[src/rtl/fwd_scoreboard_if.sv]
// Signal bundle between pipeline control and the in-flight write scoreboard.
// master = pipeline/hazard side driving requests, slave = scoreboard.
interface fwd_scoreboard_if #(
   parameter int NUM_REGS = 8,
   parameter int DEPTH    = 3,
   parameter int DATA_W   = 16,
   parameter int CNT_W    = 16
);
   localparam int REG_W = $clog2(NUM_REGS);
   localparam int SEL_W = $clog2(DEPTH);

   logic                    advance;
   logic                    flush;
   logic                    id_valid;
   logic                    id_wr;
   logic [REG_W-1:0]        id_dest;
   logic [SEL_W-1:0]        id_lat;
   logic [REG_W-1:0]        ex_src1;
   logic [REG_W-1:0]        ex_src2;
   logic                    ex_use1;
   logic                    ex_use2;
   logic [DEPTH*DATA_W-1:0] stage_data;
   logic [SEL_W-1:0]        fwd1_sel;
   logic [SEL_W-1:0]        fwd2_sel;
   logic [DATA_W-1:0]       fwd1_data;
   logic [DATA_W-1:0]       fwd2_data;
   logic                    stall;
   logic [CNT_W-1:0]        stall_cycles;
   logic [CNT_W-1:0]        fwd_events;

   modport master (
      output advance, flush, id_valid, id_wr, id_dest, id_lat,
             ex_src1, ex_src2, ex_use1, ex_use2, stage_data,
      input  fwd1_sel, fwd2_sel, fwd1_data, fwd2_data, stall,
             stall_cycles, fwd_events
   );

   modport slave (
      input  advance, flush, id_valid, id_wr, id_dest, id_lat,
             ex_src1, ex_src2, ex_use1, ex_use2, stage_data,
      output fwd1_sel, fwd2_sel, fwd1_data, fwd2_data, stall,
             stall_cycles, fwd_events
   );
endinterface

[src/rtl/fwd_scoreboard.sv]
// In-flight write scoreboard and operand forwarding selector.
// Entry 0 is the instruction in EX; entry DEPTH-1 is the last stage before
// regfile write. Each entry remembers the first index at which its result
// may be forwarded; a younger consumer that finds it earlier is stalled.
module fwd_scoreboard #(
   parameter int NUM_REGS = 8,
   parameter int DEPTH    = 3,
   parameter int DATA_W   = 16,
   parameter int CNT_W    = 16
) (
   input logic             clk,
   input logic             rst,
   fwd_scoreboard_if.slave bus
);
   localparam int REG_W = $clog2(NUM_REGS);
   localparam int SEL_W = $clog2(DEPTH);

   typedef struct packed {
      logic             valid;
      logic [REG_W-1:0] dest;
      logic [SEL_W-1:0] lat;   // first entry index where the result is forwardable
   } entry_t;

   typedef struct packed {
      logic             hit;
      logic             ready;
      logic [SEL_W-1:0] idx;
   } lookup_t;

   entry_t [DEPTH-1:0] ent_q;
   lookup_t            look1;
   lookup_t            look2;
   logic               stall_c;
   logic [SEL_W-1:0]   sel1;
   logic [SEL_W-1:0]   sel2;
   logic [DATA_W-1:0]  data1;
   logic [DATA_W-1:0]  data2;
   logic [SEL_W-1:0]   id_lat_eff;
   logic [CNT_W-1:0]   stall_cnt_q;
   logic [CNT_W-1:0]   fwd_cnt_q;

   // Youngest valid producer of src among entries 1..DEPTH-1. The scan runs
   // oldest to youngest so the lowest-index match is the one that sticks.
   function automatic lookup_t find_youngest(input entry_t [DEPTH-1:0] ents,
                                             input logic [REG_W-1:0]   src,
                                             input logic               rd);
      lookup_t res;
      res = '0;
      for (int k = DEPTH-1; k >= 1; k--) begin
         if (rd && ents[k].valid && ents[k].dest == src) begin
            res.hit   = 1'b1;
            res.idx   = SEL_W'(k);
            res.ready = (SEL_W'(k) >= ents[k].lat);
         end
      end
      return res;
   endfunction

   // A latency of 0 means the same as 1: nothing is forwardable from entry 0.
   assign id_lat_eff = (bus.id_lat == '0) ? SEL_W'(1) : bus.id_lat;

   // Resolve both EX sources against in-flight entries; drive muxes and stall.
   always_comb begin
      // NOTE: every signal written here gets a default first so no latch is inferred.
      sel1  = '0;
      sel2  = '0;
      data1 = '0;
      data2 = '0;
      look1 = find_youngest(ent_q, bus.ex_src1, bus.ex_use1);
      look2 = find_youngest(ent_q, bus.ex_src2, bus.ex_use2);
      if (look1.hit && look1.ready) sel1 = look1.idx;
      if (look2.hit && look2.ready) sel2 = look2.idx;
      if (sel1 != '0) data1 = bus.stage_data[int'(sel1)*DATA_W +: DATA_W];
      if (sel2 != '0) data2 = bus.stage_data[int'(sel2)*DATA_W +: DATA_W];
      stall_c = (look1.hit && !look1.ready) || (look2.hit && !look2.ready);
   end

   // Move entries down the pipeline; a stall holds EX and injects a bubble.
   always_ff @(posedge clk) begin
      // NOTE: only valid bits are reset; dest/lat are don't-care while invalid.
      if (rst || bus.flush) begin
         for (int k = 0; k < DEPTH; k++) ent_q[k].valid <= 1'b0;
      end else if (bus.advance) begin
         // NOTE: non-blocking so every entry takes its neighbour's pre-edge value.
         for (int k = DEPTH-1; k >= 2; k--) ent_q[k] <= ent_q[k-1];
         if (stall_c) begin
            ent_q[1].valid <= 1'b0;
         end else begin
            ent_q[1] <= ent_q[0];
            ent_q[0] <= '{valid: bus.id_valid & bus.id_wr,
                          dest:  bus.id_dest,
                          lat:   id_lat_eff};
         end
      end
   end

   // Saturating performance counters; flush leaves them untouched.
   always_ff @(posedge clk) begin
      if (rst) begin
         stall_cnt_q <= '0;
         fwd_cnt_q   <= '0;
      end else begin
         if (bus.advance && stall_c && !bus.flush && stall_cnt_q != '1)
            stall_cnt_q <= stall_cnt_q + CNT_W'(1);
         if (bus.advance && !stall_c && (sel1 != '0 || sel2 != '0) && fwd_cnt_q != '1)
            fwd_cnt_q <= fwd_cnt_q + CNT_W'(1);
      end
   end

   assign bus.fwd1_sel     = sel1;
   assign bus.fwd2_sel     = sel2;
   assign bus.fwd1_data    = data1;
   assign bus.fwd2_data    = data2;
   assign bus.stall        = stall_c;
   assign bus.stall_cycles = stall_cnt_q;
   assign bus.fwd_events   = fwd_cnt_q;
endmodule

[src/flat_wrapper.sv]
// flat-port wrapper written by rule: the top's interface ports become plain ports
module fwd_scoreboard_flat 
#(
   parameter int NUM_REGS = 8,
   parameter int DEPTH    = 3,
   parameter int DATA_W   = 16,
   parameter int CNT_W    = 16
)
  (clk, rst, bus_advance, bus_flush, bus_id_valid, bus_id_wr, bus_id_dest, bus_id_lat, bus_ex_src1, bus_ex_src2, bus_ex_use1, bus_ex_use2, bus_stage_data, bus_fwd1_sel, bus_fwd2_sel, bus_fwd1_data, bus_fwd2_data, bus_stall, bus_stall_cycles, bus_fwd_events);
  fwd_scoreboard_if #(.NUM_REGS(NUM_REGS), .DEPTH(DEPTH), .DATA_W(DATA_W), .CNT_W(CNT_W)) bus_i ();
  input logic clk;
  input logic rst;
  input wire logic [$bits(bus_i.advance)-1:0] bus_advance;
  input wire logic [$bits(bus_i.flush)-1:0] bus_flush;
  input wire logic [$bits(bus_i.id_valid)-1:0] bus_id_valid;
  input wire logic [$bits(bus_i.id_wr)-1:0] bus_id_wr;
  input wire logic [$bits(bus_i.id_dest)-1:0] bus_id_dest;
  input wire logic [$bits(bus_i.id_lat)-1:0] bus_id_lat;
  input wire logic [$bits(bus_i.ex_src1)-1:0] bus_ex_src1;
  input wire logic [$bits(bus_i.ex_src2)-1:0] bus_ex_src2;
  input wire logic [$bits(bus_i.ex_use1)-1:0] bus_ex_use1;
  input wire logic [$bits(bus_i.ex_use2)-1:0] bus_ex_use2;
  input wire logic [$bits(bus_i.stage_data)-1:0] bus_stage_data;
  output wire logic [$bits(bus_i.fwd1_sel)-1:0] bus_fwd1_sel;
  output wire logic [$bits(bus_i.fwd2_sel)-1:0] bus_fwd2_sel;
  output wire logic [$bits(bus_i.fwd1_data)-1:0] bus_fwd1_data;
  output wire logic [$bits(bus_i.fwd2_data)-1:0] bus_fwd2_data;
  output wire logic [$bits(bus_i.stall)-1:0] bus_stall;
  output wire logic [$bits(bus_i.stall_cycles)-1:0] bus_stall_cycles;
  output wire logic [$bits(bus_i.fwd_events)-1:0] bus_fwd_events;
  assign bus_i.advance = bus_advance;
  assign bus_i.flush = bus_flush;
  assign bus_i.id_valid = bus_id_valid;
  assign bus_i.id_wr = bus_id_wr;
  assign bus_i.id_dest = bus_id_dest;
  assign bus_i.id_lat = bus_id_lat;
  assign bus_i.ex_src1 = bus_ex_src1;
  assign bus_i.ex_src2 = bus_ex_src2;
  assign bus_i.ex_use1 = bus_ex_use1;
  assign bus_i.ex_use2 = bus_ex_use2;
  assign bus_i.stage_data = bus_stage_data;
  assign bus_fwd1_sel = bus_i.fwd1_sel;
  assign bus_fwd2_sel = bus_i.fwd2_sel;
  assign bus_fwd1_data = bus_i.fwd1_data;
  assign bus_fwd2_data = bus_i.fwd2_data;
  assign bus_stall = bus_i.stall;
  assign bus_stall_cycles = bus_i.stall_cycles;
  assign bus_fwd_events = bus_i.fwd_events;
  fwd_scoreboard #(.NUM_REGS(NUM_REGS), .DEPTH(DEPTH), .DATA_W(DATA_W), .CNT_W(CNT_W)) u_core (.clk(clk), .rst(rst), .bus(bus_i));
endmodule
[config.mk]
export PLATFORM = sky130hd
export DESIGN_NAME = fwd_scoreboard_flat
export DESIGN_NICKNAME = d
export VERILOG_FILES = /design/src/rtl/fwd_scoreboard_if.sv /design/src/rtl/fwd_scoreboard.sv /design/src/flat_wrapper.sv
export SDC_FILE = /design/constraint.sdc
export NUM_CORES = 1
export LEC_CHECK = 0
export ABC_AREA = 1
export CORE_ASPECT_RATIO = 1.75
export CORE_MARGIN = 3
export CORE_UTILIZATION = 45
export DETAILED_ROUTE_END_ITERATION = 8
export GPL_TIMING_DRIVEN = 0
export HOLD_SLACK_MARGIN = 0.15
export PLACE_DENSITY = 0.8
export SETUP_SLACK_MARGIN = 0.15
export SYNTH_ARGS = -nofsm -noshare
export SYNTH_HDL_FRONTEND = slang
export SYNTH_SLANG_ARGS = --single-unit
[constraint.sdc]
create_clock -name clk -period 2.2 [get_ports clk]
set_input_delay 0.44 -clock clk [delete_from_list [all_inputs] [get_ports clk]]
set_output_delay 0.44 -clock clk [all_outputs]
set_load 0.005 [all_outputs]
==> results.sh <==
export IMPL_status="complete, but fails checks"
export IMPL_violations="negative setup slack"
export IMPL_cts_root_buf="clkbuf_16"
export IMPL_synth_top_cell_area_share_pct=19.5
export IMPL_power_density_nw_per_um2=357
export IMPL_timing_fmax_mhz=394
export IMPL_cts_htree_levels=2
export IMPL_ys_ff_latch=50
export IMPL_drv_cap=0
export IMPL_fillers=506
export IMPL_clk_latency_ns=0.30
export IMPL_r2r_cells=15
export IMPL_path_cells="buf_4, inv_2, nand2_1, nand2_2, nor2_4, nand2_2, o21ai_1, nand3_4, nand2_4, buf_8, clkdlybuf4s15_2"
export IMPL_grt_pass1_wl_microns=19600
export IMPL_critPathMostFrequentCell="nand2_2"
export IMPL_vias_per_cell=5.65
export IMPL_grt_start_max_net_pins=16
export IMPL_reg2reg_from="u_core.ent_q[10]$_DFFE_PP_"
export IMPL_slowest_stage="edfxtp_1"
export IMPL_wl_microns=14700
export IMPL_crit_path_start_kind="flop"
export IMPL_p_switching_uw=477
export IMPL_worst_setup_path_type="flop to primary output"
export IMPL_worstHoldStart="u_core.ent_q[0]$_SDFFCE_PN1P_"
export IMPL_place_gp_congestion=0.928
export IMPL_finalHoldViolations=0
export IMPL_clock_path_buffers=2
export IMPL_required_ns=1.76
export IMPL_avgRoutedWirePerCell_microns=18.9
export IMPL_synth_edf_count=15
export IMPL_setup_viol=55
export IMPL_period_needed_ns=2.54
export IMPL_regArea_sq_um=1150
export IMPL_grtUsageMet1_pct=26.2
export IMPL_synthTopCellsByArea="dfxtp_1 (20%), edfxtp_1 (13%), nand2_1 (12%)"
export IMPL_yosysWarnings=0
export IMPL_grt_usage_pct=27.6
export IMPL_crit_fanout=8
export IMPL_areaGrowthSynthToFinish_pct=65.7
export IMPL_antenna_found_initial=1
export IMPL_slew_viol_final=0
export IMPL_final_cells=775
export IMPL_rows=42
export IMPL_first_iter_violations=242
export IMPL_critPathCaptureType="primary output"
export IMPL_cp_slowest_stage_delay_ns=0.42
export IMPL_die_w_microns=73.5
export IMPL_place_inst=721
export IMPL_fin_ws_ns=-0.338
export IMPL_hp_class="flop to flop"
export IMPL_hpwlAfterDp_microns=9110
export IMPL_synth_nets=568
export IMPL_peakVddDrop_mv=0.383
export IMPL_grt_ovfl_total=0
export IMPL_grt_busiest_layer="met2"
export IMPL_place_port_buffers=134
export IMPL_nets=754
export IMPL_ant_nets=0
export IMPL_cts_buffers=5
export IMPL_cts_tree="yes"
export IMPL_crit_start="u_core.ent_q[9]$_DFFE_PP_"
export IMPL_use_met3_pct=5.49
export IMPL_io_pins=136
export IMPL_yosysUniqueCellTypes=40
export IMPL_slew_headroom_pct=49.1
export IMPL_globalRouteMet2Util_pct=52.7
export IMPL_p_seq_share_pct=45.1
export IMPL_ys_seq_area_share_pct=32.1
export IMPL_syn_avg_cell_area_sq_um=7.19
export IMPL_yosysTopAreaCell="dfxtp_1"
export IMPL_r2r_end="u_core.bus.fwd_events[4]$_SDFFE_PP0P_"
export IMPL_rsz0062_at_grt="true"
export IMPL_drc_errors=0
export IMPL_power_leakage_nw=2.47
export IMPL_core_area_sq_um=7670
export IMPL_syn_inst=499
export IMPL_arrival_ns=2.10
export IMPL_worst_pin_slew_ns=0.764
export IMPL_dr_pass1_iters=5
export IMPL_synth_main_ff_cell="dfxtp_1"
export IMPL_drive_gt1_share_pct=31.2
export IMPL_p_int_mw=1.65
export IMPL_multiInputGateArea_sq_um=2470
export IMPL_start_util_pct=46.8
export IMPL_vias=4376
export IMPL_cts_sinks=50
export IMPL_synthArstFlopShare_pct=0
export IMPL_die_h_microns=124
export IMPL_p_comb_share_pct=13.3
export IMPL_fin_skew_ns=0.00801
export IMPL_clkTransAtPathRegs_ns=0.07
export IMPL_ff2ff_setup_slack_ns=-0.15
export IMPL_p_clk_share_pct=41.6
export IMPL_switching_share_pct=22.5
export IMPL_grt_pass1_vias=4225
export IMPL_die_area_sq_um=9130
export IMPL_timing_final_crit_share_pct=115
export IMPL_tns_ns=-9.39
export IMPL_crit_end="bus_stall"
export IMPL_netlist_area_sq_um=3590
export IMPL_cts_hold_buf=0
[routing by layer]
| layer | share of wire [%] | routed length (microns) |
|---|---|---|
| met4 | 6.4 | 942 |
| met5 | 0 | 0 |
| met1 | 32 | 4640 |
| met3 | 8.0 | 1170 |
| met2 | 54 | 7910 |
[worst min-delay path by stage]
stage | slack [ns] | endpoint | cells past startpoint
global route | 0.43 | u_core.ent_q[12]$_DFFE_PP_ | 0
CTS | 0.42 | u_core.ent_q[7]$_DFFE_PP_ | 0
floorplan | 0.40 | u_core.ent_q[10]$_DFFE_PP_ | 0
global placement | 0.40 | u_core.ent_q[10]$_DFFE_PP_ | 0
detailed placement | 0.41 | u_core.ent_q[7]$_DFFE_PP_ | 0
finish | 0.42 | u_core.ent_q[6]$_DFFE_PP_ | 0
[placed cells by master, fill, tap and decap left out, drive strengths merged, types with 6 or more instances in the layout]
master,instances
a21oi,51
buf,89
clkbuf,15
clkdlybuf4s15,6
clkdlybuf4s50,89
dfxtp,35
edfxtp,15
inv,46
mux2i,12
nand2,131
nand3,40
nand4,17
nor2,54
nor3,9
o21ai,19
o21bai,12
xor2,19
[cell type report]
type,count,share of cell area [%]
Sequential cell,50,19.4
Antenna cell,1,0.0421
Tap cell,88,1.85
Clock inverter,2,0.631
Multi-Input combinational cell,384,41.6
Buffer,20,3.51
Timing Repair Buffer,178,27.6
Clock buffer,6,2.17
Inverter,46,3.20
[timing repair]
item | in CTS | in global routing
pin swaps | 29 | 29
resized for setup | 243 | 79
setup buffers | 23 | 15
endpoints found under the setup margin | 77 | 80
cloned | 4 | 3
[cells by family after synthesis]
family / Yosys count / synth area share, %
compound gates: 89 / 15.3
xor+xnor: 24 / 5.86
fa+ha+maj: 2 / 0.697
buf+inv: 66 / 7.98
flops: 50 / 32.1
mux: 12 / 3.35
simple gates: 256 / 34.8
[sequential cells by signal (all words and copies together), names as in the netlist]
name / count
u_core.bus.stall_cycles: 16
u_core.ent_q: 18
u_core.bus.fwd_events: 16
[cells in the mapped netlist (3+ instances only)]
library cell,number
nand2_1,116
nor2_1,47
inv_1,41
a21oi_1,40
dfxtp_1,35
nand3_1,34
xor2_1,19
o21ai_0,18
nand4_1,16
edfxtp_1,15
mux2i_1,12
o21bai_1,12
a21oi_2,11
nand2_2,11
nor3_1,9
clkbuf_1,8
buf_2,7
inv_2,5
xnor2_1,5
nand3_2,4
nor2_2,4
o211ai_1,4
nand2_4,3
[power groups by stage]
stage / Sequential, mW / Combinational (mW) / Clock [mW]
floorplan: 0.978 / 0.0847 / 0
global placement: 0.978 / 0.227 / 0
detailed placement: 0.979 / 0.232 / 0
CTS: 0.958 / 0.240 / 0.889
global route: 0.958 / 0.299 / 0.924
finish: 0.958 / 0.283 / 0.882
[stage by stage]
step | setup slack [ns] | utilization, % | area, sq um | hold slack [ns] | power [mW]
after floorplan | 0.211 | - | 3590 | 0.400 | 1.06
final | -0.338 | 77.5 | 5950 | 0.418 | 2.12
after detailed placement | -1.19 | 65.7 | 5040 | 0.406 | 1.21
after CTS | -0.259 | 72.1 | 5530 | 0.421 | 2.09
after global placement | -1.18 | 65.7 | 5040 | 0.402 | 1.20
after global routing | -0.499 | 77.5 | 5950 | 0.427 | 2.18
[worst max-delay path: cells and delay by family (launching register included)]
kind / cells / cell delay [ns]
AOI/OAI and AO/OA: 1 / 0.25
DFF: 1 / 0.42
buffers and inverters: 4 / 0.49
and+or+nand+nor: 6 / 0.64
No activity file was read; power rests on OpenSTA's default activity.
